--- config.mk ---
export PLATFORM = sky130hd
export DESIGN_NAME = mem_lsu_flat
export DESIGN_NICKNAME = d
export VERILOG_FILES = /design/src/rtl/mem_lsu_if.sv /design/src/rtl/mem_lsu.sv /design/src/flat_wrapper.sv
export SDC_FILE = /design/constraint.sdc
export NUM_CORES = 1
export LEC_CHECK = 0
export BUFFER_PORTS_ARGS = -buffer_cell sky130_fd_sc_hd__buf_2
export CORE_ASPECT_RATIO = 0.6
export CORE_MARGIN = 3
export CORE_UTILIZATION = 44
export DETAILED_ROUTE_END_ITERATION = 10
export MAX_ROUTING_LAYER = met4
export PLACE_DENSITY = 0.73
export SLEW_MARGIN = 20
export SYNTH_ARGS = -nofsm -noshare
export SYNTH_HDL_FRONTEND = slang
export SYNTH_SLANG_ARGS = --single-unit
--- constraint.sdc ---
create_clock -name clk -period 2.26 [get_ports clk]
set_clock_uncertainty 0.15 [all_clocks]
set_input_delay 0.452 -clock clk [delete_from_list [all_inputs] [get_ports clk]]
set_output_delay 0.452 -clock clk [all_outputs]
set_load 0.005 [all_outputs]
--- src/rtl/mem_lsu_if.sv ---
// Word-wide data-memory bus between the load/store unit and memory.
// The LSU drives the request side and memory returns rdata together with a one-cycle ack.
interface mem_lsu_if;
  logic        mem_req;
  logic        mem_we;
  logic [31:0] mem_addr;
  logic [3:0]  mem_be;
  logic [31:0] mem_wdata;
  logic [31:0] mem_rdata;
  logic        mem_ack;

  modport master (
    output mem_req, mem_we, mem_addr, mem_be, mem_wdata,
    input  mem_rdata, mem_ack
  );

  modport slave (
    input  mem_req, mem_we, mem_addr, mem_be, mem_wdata,
    output mem_rdata, mem_ack
  );
endinterface

--- src/rtl/mem_lsu.sv ---
// MEM-stage load/store unit: IDLE->REQ->DONE bus handshake, at least 3 cycles per op; StallM holds the pipeline until DONE.
// Misalignment trapping is enabled by MEM_LSU_MISALIGN_TRAP_EN; without it, misaligned addresses are rounded down and issued.
module mem_lsu #(
  parameter int unsigned TIMEOUT_CYCLES = 16
) (
  input  logic        clk,
  input  logic        rst_n,
  input  logic        MemWriteM,
  input  logic [1:0]  ResultSrcM,
  input  logic [2:0]  DataWidthM,
  input  logic [31:0] ALUOutM,
  input  logic [31:0] WriteDataM,
  output logic [31:0] ReadDataM,
  output logic        StallM,
  output logic        MisalignM,
  output logic        BusErrM,
  mem_lsu_if.master   bus
);

  typedef enum logic [1:0] {
    S_IDLE = 2'd0,
    S_REQ  = 2'd1,
    S_DONE = 2'd2
  } state_t;

  localparam logic [1:0] SZ_B = 2'b00;
  localparam logic [1:0] SZ_H = 2'b01;
  localparam logic [7:0] LP_CNT_LAST = 8'(TIMEOUT_CYCLES - 1);

  state_t      r_state;
  state_t      w_state_nxt;

  logic        r_req;
  logic        r_we;
  logic [31:0] r_addr;
  logic [3:0]  r_be;
  logic [31:0] r_wdata;
  logic        r_load;
  logic [1:0]  r_sz;
  logic        r_uns;
  logic [1:0]  r_off;
  logic [7:0]  r_cnt;
  logic [31:0] r_rdata;
  logic        r_misal;
  logic        r_buserr;

  logic        w_memop;
  logic        w_is_store;
  logic [1:0]  w_sz;
  logic        w_is_h;
  logic        w_is_w;
  logic        w_misal;
  logic [1:0]  w_off;
  logic        w_go;
  logic [3:0]  w_be;
  logic [31:0] w_wdata;
  logic [7:0]  w_byte;
  logic [15:0] w_half;
  logic [31:0] w_ext;
  logic        w_issue;
  logic        w_ack_ok;
  logic        w_tmo;
  logic        w_cnt_inc;
  logic        w_misal_pulse;

  // Widths 011/110/111 fall into the word case because only B and H are decoded explicitly.
  assign w_is_store = MemWriteM;
  assign w_memop    = MemWriteM | (ResultSrcM == 2'b01);
  assign w_sz       = DataWidthM[1:0];
  assign w_is_h     = (w_sz == SZ_H);
  assign w_is_w     = (w_sz != SZ_B) && (w_sz != SZ_H);

`ifdef MEM_LSU_MISALIGN_TRAP_EN
  assign w_misal = (w_is_h && ALUOutM[0]) || (w_is_w && (ALUOutM[1:0] != 2'b00));
  assign w_off   = ALUOutM[1:0];
`else
  assign w_misal = 1'b0;
  assign w_off   = w_is_w ? 2'b00 : (w_is_h ? {ALUOutM[1], 1'b0} : ALUOutM[1:0]);
`endif

  assign w_go = w_memop && !w_misal;

  always_comb begin
    w_be    = 4'b1111;
    w_wdata = WriteDataM;
    if (w_sz == SZ_B) begin
      w_be    = 4'b0001 << w_off;
      w_wdata = {4{WriteDataM[7:0]}};
    end else if (w_sz == SZ_H) begin
      w_be    = 4'b0011 << {w_off[1], 1'b0};
      w_wdata = {2{WriteDataM[15:0]}};
    end
  end

  // Lane extraction uses the offset and width captured at issue time.
  always_comb begin
    w_byte = bus.mem_rdata[7:0];
    case (r_off)
      2'd1:    w_byte = bus.mem_rdata[15:8];
      2'd2:    w_byte = bus.mem_rdata[23:16];
      2'd3:    w_byte = bus.mem_rdata[31:24];
      default: w_byte = bus.mem_rdata[7:0];
    endcase
    w_half = r_off[1] ? bus.mem_rdata[31:16] : bus.mem_rdata[15:0];
    w_ext  = bus.mem_rdata;
    if (r_sz == SZ_B) begin
      w_ext = {{24{~r_uns & w_byte[7]}}, w_byte};
    end else if (r_sz == SZ_H) begin
      w_ext = {{16{~r_uns & w_half[15]}}, w_half};
    end
  end

  always_comb begin
    w_state_nxt   = r_state;
    w_issue       = 1'b0;
    w_ack_ok      = 1'b0;
    w_tmo         = 1'b0;
    w_cnt_inc     = 1'b0;
    w_misal_pulse = 1'b0;
    case (r_state)
      S_IDLE: begin
        if (w_go) begin
          w_state_nxt = S_REQ;
          w_issue     = 1'b1;
        end else if (w_memop && w_misal) begin
          w_misal_pulse = 1'b1;
        end
      end
      S_REQ: begin
        // An ack in the final counted cycle wins over the timeout.
        if (bus.mem_ack) begin
          w_state_nxt = S_DONE;
          w_ack_ok    = 1'b1;
        end else if (r_cnt == LP_CNT_LAST) begin
          w_state_nxt = S_DONE;
          w_tmo       = 1'b1;
        end else begin
          w_cnt_inc = 1'b1;
        end
      end
      S_DONE:  w_state_nxt = S_IDLE;
      default: w_state_nxt = S_IDLE;
    endcase
  end

  always_ff @(posedge clk or negedge rst_n) begin
    if (!rst_n) begin
      r_state  <= S_IDLE;
      r_req    <= 1'b0;
      r_we     <= 1'b0;
      r_addr   <= 32'd0;
      r_be     <= 4'd0;
      r_wdata  <= 32'd0;
      r_load   <= 1'b0;
      r_sz     <= 2'b00;
      r_uns    <= 1'b0;
      r_off    <= 2'b00;
      r_cnt    <= 8'd0;
      r_rdata  <= 32'd0;
      r_misal  <= 1'b0;
      r_buserr <= 1'b0;
    end else begin
      r_state  <= w_state_nxt;
      r_misal  <= w_misal_pulse;
      r_buserr <= w_tmo;
      if (w_issue) begin
        r_req   <= 1'b1;
        r_we    <= w_is_store;
        r_addr  <= {ALUOutM[31:2], 2'b00};
        r_be    <= w_be;
        r_wdata <= w_wdata;
        r_load  <= !w_is_store;
        r_sz    <= w_sz;
        r_uns   <= DataWidthM[2];
        r_off   <= w_off;
        r_cnt   <= 8'd0;
      end
      if (w_ack_ok || w_tmo) begin
        r_req <= 1'b0;
      end
      if (w_cnt_inc) begin
        r_cnt <= r_cnt + 8'd1;
      end
      if (w_ack_ok && r_load) begin
        r_rdata <= w_ext;
      end else if (w_tmo && r_load) begin
        r_rdata <= 32'd0;
      end
    end
  end

  // Gating with rst_n lets the stall drop together with the request while reset is held.
  assign StallM = rst_n & (((r_state == S_IDLE) & w_go) | (r_state == S_REQ));

  assign ReadDataM     = r_rdata;
  assign MisalignM     = r_misal;
  assign BusErrM       = r_buserr;
  assign bus.mem_req   = r_req;
  assign bus.mem_we    = r_we;
  assign bus.mem_addr  = r_addr;
  assign bus.mem_be    = r_be;
  assign bus.mem_wdata = r_wdata;

endmodule

--- src/flat_wrapper.sv ---
// flat-port wrapper written by rule: the top's interface ports become plain ports
module mem_lsu_flat 
#(
  parameter int unsigned TIMEOUT_CYCLES = 16
)
  (clk, rst_n, MemWriteM, ResultSrcM, DataWidthM, ALUOutM, WriteDataM, ReadDataM, StallM, MisalignM, BusErrM, bus_mem_req, bus_mem_we, bus_mem_addr, bus_mem_be, bus_mem_wdata, bus_mem_rdata, bus_mem_ack);
  mem_lsu_if bus_i ();
  input  logic clk;
  input  logic rst_n;
  input  logic MemWriteM;
  input  logic [1:0] ResultSrcM;
  input  logic [2:0] DataWidthM;
  input  logic [31:0] ALUOutM;
  input  logic [31:0] WriteDataM;
  output logic [31:0] ReadDataM;
  output logic StallM;
  output logic MisalignM;
  output logic BusErrM;
  output wire logic [$bits(bus_i.mem_req)-1:0] bus_mem_req;
  output wire logic [$bits(bus_i.mem_we)-1:0] bus_mem_we;
  output wire logic [$bits(bus_i.mem_addr)-1:0] bus_mem_addr;
  output wire logic [$bits(bus_i.mem_be)-1:0] bus_mem_be;
  output wire logic [$bits(bus_i.mem_wdata)-1:0] bus_mem_wdata;
  input wire logic [$bits(bus_i.mem_rdata)-1:0] bus_mem_rdata;
  input wire logic [$bits(bus_i.mem_ack)-1:0] bus_mem_ack;
  assign bus_mem_req = bus_i.mem_req;
  assign bus_mem_we = bus_i.mem_we;
  assign bus_mem_addr = bus_i.mem_addr;
  assign bus_mem_be = bus_i.mem_be;
  assign bus_mem_wdata = bus_i.mem_wdata;
  assign bus_i.mem_rdata = bus_mem_rdata;
  assign bus_i.mem_ack = bus_mem_ack;
  mem_lsu #(.TIMEOUT_CYCLES(TIMEOUT_CYCLES)) u_core (.clk(clk), .rst_n(rst_n), .MemWriteM(MemWriteM), .ResultSrcM(ResultSrcM), .DataWidthM(DataWidthM), .ALUOutM(ALUOutM), .WriteDataM(WriteDataM), .ReadDataM(ReadDataM), .StallM(StallM), .MisalignM(MisalignM), .BusErrM(BusErrM), .bus(bus_i));
endmodule
==> results.py <==
metrics = {
    "timing": {
        "hold_violations": 0,
        "slew_violations": 0,
        "fmax_ghz": 0.4587,
        "fin_setup_tns_ns": 0,
        "rsz0062_at_grt": "no",
        "slew_headroom": 0.3957,
        "worst_pin_slew_ns": 0.9021,
        "period_minus_slack_ns": 2.180,
        "setup_violations": 0,
        "period_share": 0.9647,
    },
    "setup_path": {
        "path_max_fanout": 32,
        "rr_startpoint": "u_core.r_cnt[7]",
        "start_kind": "flop",
        "cp_num_buf_inv": 0,
        "worst-endpoint-required_ns": 2.39,
        "reg2regPathDepth": 4,
        "r2r_slack_ns": 0.08,
        "crit_type": "flop to flop",
        "r2r-end": "u_core.ReadDataM[25]",
        "cp_cell_sequence": "or4_4, nor2_4, o211ai_4, a221o_1",
        "crit_family": "compound AO/OA/AOI/OAI gates",
        "end_kind": "flop",
        "cpMaxStageDelayCell": "or4_4",
        "critPathArrivalTime_ns": 2.31,
        "max_stage_delay_ns": 0.59,
    },
    "synth": {
        "yosys_register_bits": 117,
        "synth_area_leaders": "dfrtp_1 54%, mux2_2 8.6%, mux2i_1 4.5%",
        "synth_edf_count": 0,
        "synthesis.area_um2": 5383,
        "ys.warnings.count": 0,
        "async_flop_share": 1.000,
        "synth_top_area_frac": 0.5439,
        "synth.distinct_cells": 44,
        "synth.avg_cell_area_um2": 11.91,
        "syn_inst": 452,
        "yosys.area.top_type": "dfrtp_1",
        "ys_seq_area_frac": 0.5439,
        "ys.flop_type": "dfrtp_1",
    },
    "run_status": {
        "status": "completed",
    },
    "routing": {
        "vias": 4492,
        "route.detailed.drc": 0,
        "firstDrtPassIters": 5,
        "ant_nets": 0,
        "viasPerCell": 5.419,
        "drt_iter0_markers": 246,
        "routed_wl_um": 15260,
        "wl_per_cell_um": 18.41,
    },
    "clock_tree": {
        "cts_setup_buffers": 0,
        "clk_path_buf_depth": 2,
        "htree_levels": 4,
        "cts-root-buf": "clkbuf_16",
        "clock_sink_count": 117,
        "clock_latency_ns": 0.40,
        "cts_tree": "built",
        "clk_pin_slew_ns": 0.06,
        "numCtsBuffers": 17,
    },
    "floorplanning": {
        "initial_core_util": 0.4641,
        "core_um2": 11600,
        "rows": 30,
        "dieWidth_um": 148.8,
        "dieArea_um2": 13640,
        "chipHeight_um": 91.68,
        "pin_count": 210,
    },
    "grt": {
        "track_usage": 0.2302,
        "grt_pass1_wl_um": 24040,
        "grt_max_degree": 118,
        "grt_pass1_vias": 4480,
        "grt_overflow": 0,
        "antenna_found_initial": 0,
    },
    "layout": {
        "layout-drive-gt1-share": 0.4589,
        "num_antenna_cells": 0,
        "fillers": 933,
        "area_delta_synth_final_pct": 34.08,
        "finalCoreUtilization": 0.6222,
        "nets": 762,
    },
    "placement": {
        "gp_congestion": 0.8868,
        "place_hpwl_um": 11100,
        "numPortBuffers": 206,
    },
    "run": {
        "cap_violations": 0,
    },
    "power_and_ir_drop": {
        "peakVddDrop_v": 0.0008908,
        "power.leakage_nw": 3.523,
        "power.density_nw_per_um2": 1392,
    },
    "hold_path": {
        "min_path_type": "primary input to async pin",
    },
}
cells in the final DEF (no fill, tap or decap), types with 2 or more instances in the layout:
| cell | synthesis | layout |
|---|---|---|
| o21ai_0 | 33 | 32 |
| dfrtp_1 | 117 | 117 |
| nor3_1 | 10 | 10 |
| and3_1 | 2 | 2 |
| a2bb2oi_1 | 7 | 7 |
| o211ai_1 | 3 | 3 |
| nor2_1 | 16 | 15 |
| conb_1 | 1 | 3 |
| clkinv_4 | 0 | 5 |
| inv_1 | 13 | 13 |
| buf_2 | 9 | 205 |
| nor2b_1 | 2 | 2 |
| a22o_1 | 8 | 8 |
| inv_6 | 0 | 2 |
| nand3_1 | 9 | 9 |
| bufinv_16 | 0 | 4 |
| o31ai_1 | 5 | 5 |
| mux2i_1 | 24 | 24 |
| mux4_2 | 8 | 8 |
| clkinvlp_4 | 0 | 2 |
| nand2b_1 | 4 | 4 |
| clkbuf_16 | 0 | 17 |
| nand2_1 | 36 | 36 |
| o221ai_1 | 2 | 2 |
| o2bb2ai_1 | 8 | 8 |
| a221o_1 | 23 | 23 |
| o22ai_1 | 14 | 14 |
| mux2_2 | 41 | 41 |
| nor3b_1 | 2 | 2 |
| buf_4 | 4 | 12 |
| buf_12 | 0 | 2 |
| a21oi_1 | 12 | 12 |
Yosys cell counts (3+ instances only):
library cell and number:
o2bb2ai_1 8, inv_1 13, o22ai_1 14, o211ai_1 3, mux2_2 41, mux4_2 8
buf_6 3, a22o_1 8, nor3_1 10, a2bb2oi_1 7, nand2_1 36, nand2b_1 4
buf_4 4, nor2_1 16, a21oi_1 12, o31ai_1 5, a221o_1 23, mux2i_1 24
dfrtp_1 117, clkbuf_1 20, buf_2 9, o21ai_0 33, nand3_1 9
registers in the layout, indices dropped and copies added (netlist names):
| signal | cells |
|---|---|
| u_core.bus.mem_be | 4 |
| u_core.r_state | 2 |
| u_core.r_cnt | 8 |
| u_core.bus.mem_wdata | 32 |
| u_core.r_off | 2 |
| u_core.bus.mem_we | 1 |
| u_core.BusErrM | 1 |
| u_core.bus.mem_req | 1 |
| u_core.r_uns | 1 |
| u_core.r_load | 1 |
| u_core.r_sz | 2 |
| u_core.ReadDataM | 32 |
| u_core.bus.mem_addr | 30 |
metal layers:
metal | share of wire | track usage | wire length, µm
met5 | 0 | - | 0
met4 | 0.016 | 0.08302 | 245
met3 | 0.066 | 0.04543 | 1004
met2 | 0.45 | 0.3302 | 6899
met1 | 0.47 | 0.3281 | 7114
power by group:
part | switching (mW) | internal, mW
Clock | 1.00 | 1.89
Sequential | 0.545 | 3.05
Combinational | 1.74 | 1.82
Total | 3.29 | 6.75
per-stage QoR:
stage | cell area [µm²] | total power [mW] | hold WS (ns) | setup slack (ns) | cells
floorplan | 5390 | 5.598 | 0.006409 | 0.2700 | 454
global placement | 6574 | 6.997 | 0.3100 | 0.09731 | 797
detailed placement | 6574 | 7.174 | 0.3186 | 0.06414 | 797
CTS | 7214 | 10.12 | 0.06377 | 0.04669 | 829
global route | 7217 | 10.66 | 0.08491 | 0.001230 | 829
finish | 7217 | 10.04 | 0.03322 | 0.07975 | 829
cell families after synthesis:
kind of cell,synth area share
simple gates,0.07438
flops,0.5439
buf+inv,0.04463
other cells,0.0006967
mux,0.1688
compound gates,0.1653
fa+ha+maj,0.002324
repair_timing:
action / in CTS / in global routing
resized for setup: 0 / 0
setup endpoints to repair: 0 / 16
hold buffers: 0 / 0
worst max-delay path by stage:
stage                                from              endpoint  slack [ns]  depth (start not counted)
final                     u_core.r_cnt[7]  u_core.ReadDataM[25]        0.08                          4
after CTS                 u_core.r_cnt[5]  u_core.ReadDataM[18]        0.05                          4
after floorplan           u_core.r_off[1]  u_core.ReadDataM[21]        0.27                          7
after global placement    u_core.r_cnt[5]  u_core.ReadDataM[30]         0.1                          4
after global routing      u_core.r_cnt[0]  u_core.ReadDataM[17]       0.001                          5
after detailed placement  u_core.r_cnt[5]  u_core.ReadDataM[25]        0.06                          4
cell type report:
class / instances / area (µm²) / area share
sequential: 117 / 2928 / 0.4057
multi-input combinational: 286 / 2236 / 0.3098
inverter: 15 / 56.30 / 0.007802
clock inverter: 14 / 201.4 / 0.02791
tap: 160 / 200.2 / 0.02774
timing repair buffer: 219 / 1156 / 0.1602
clock buffer: 18 / 439.2 / 0.06085
Note: power is estimated with default switching activity, not from simulation.
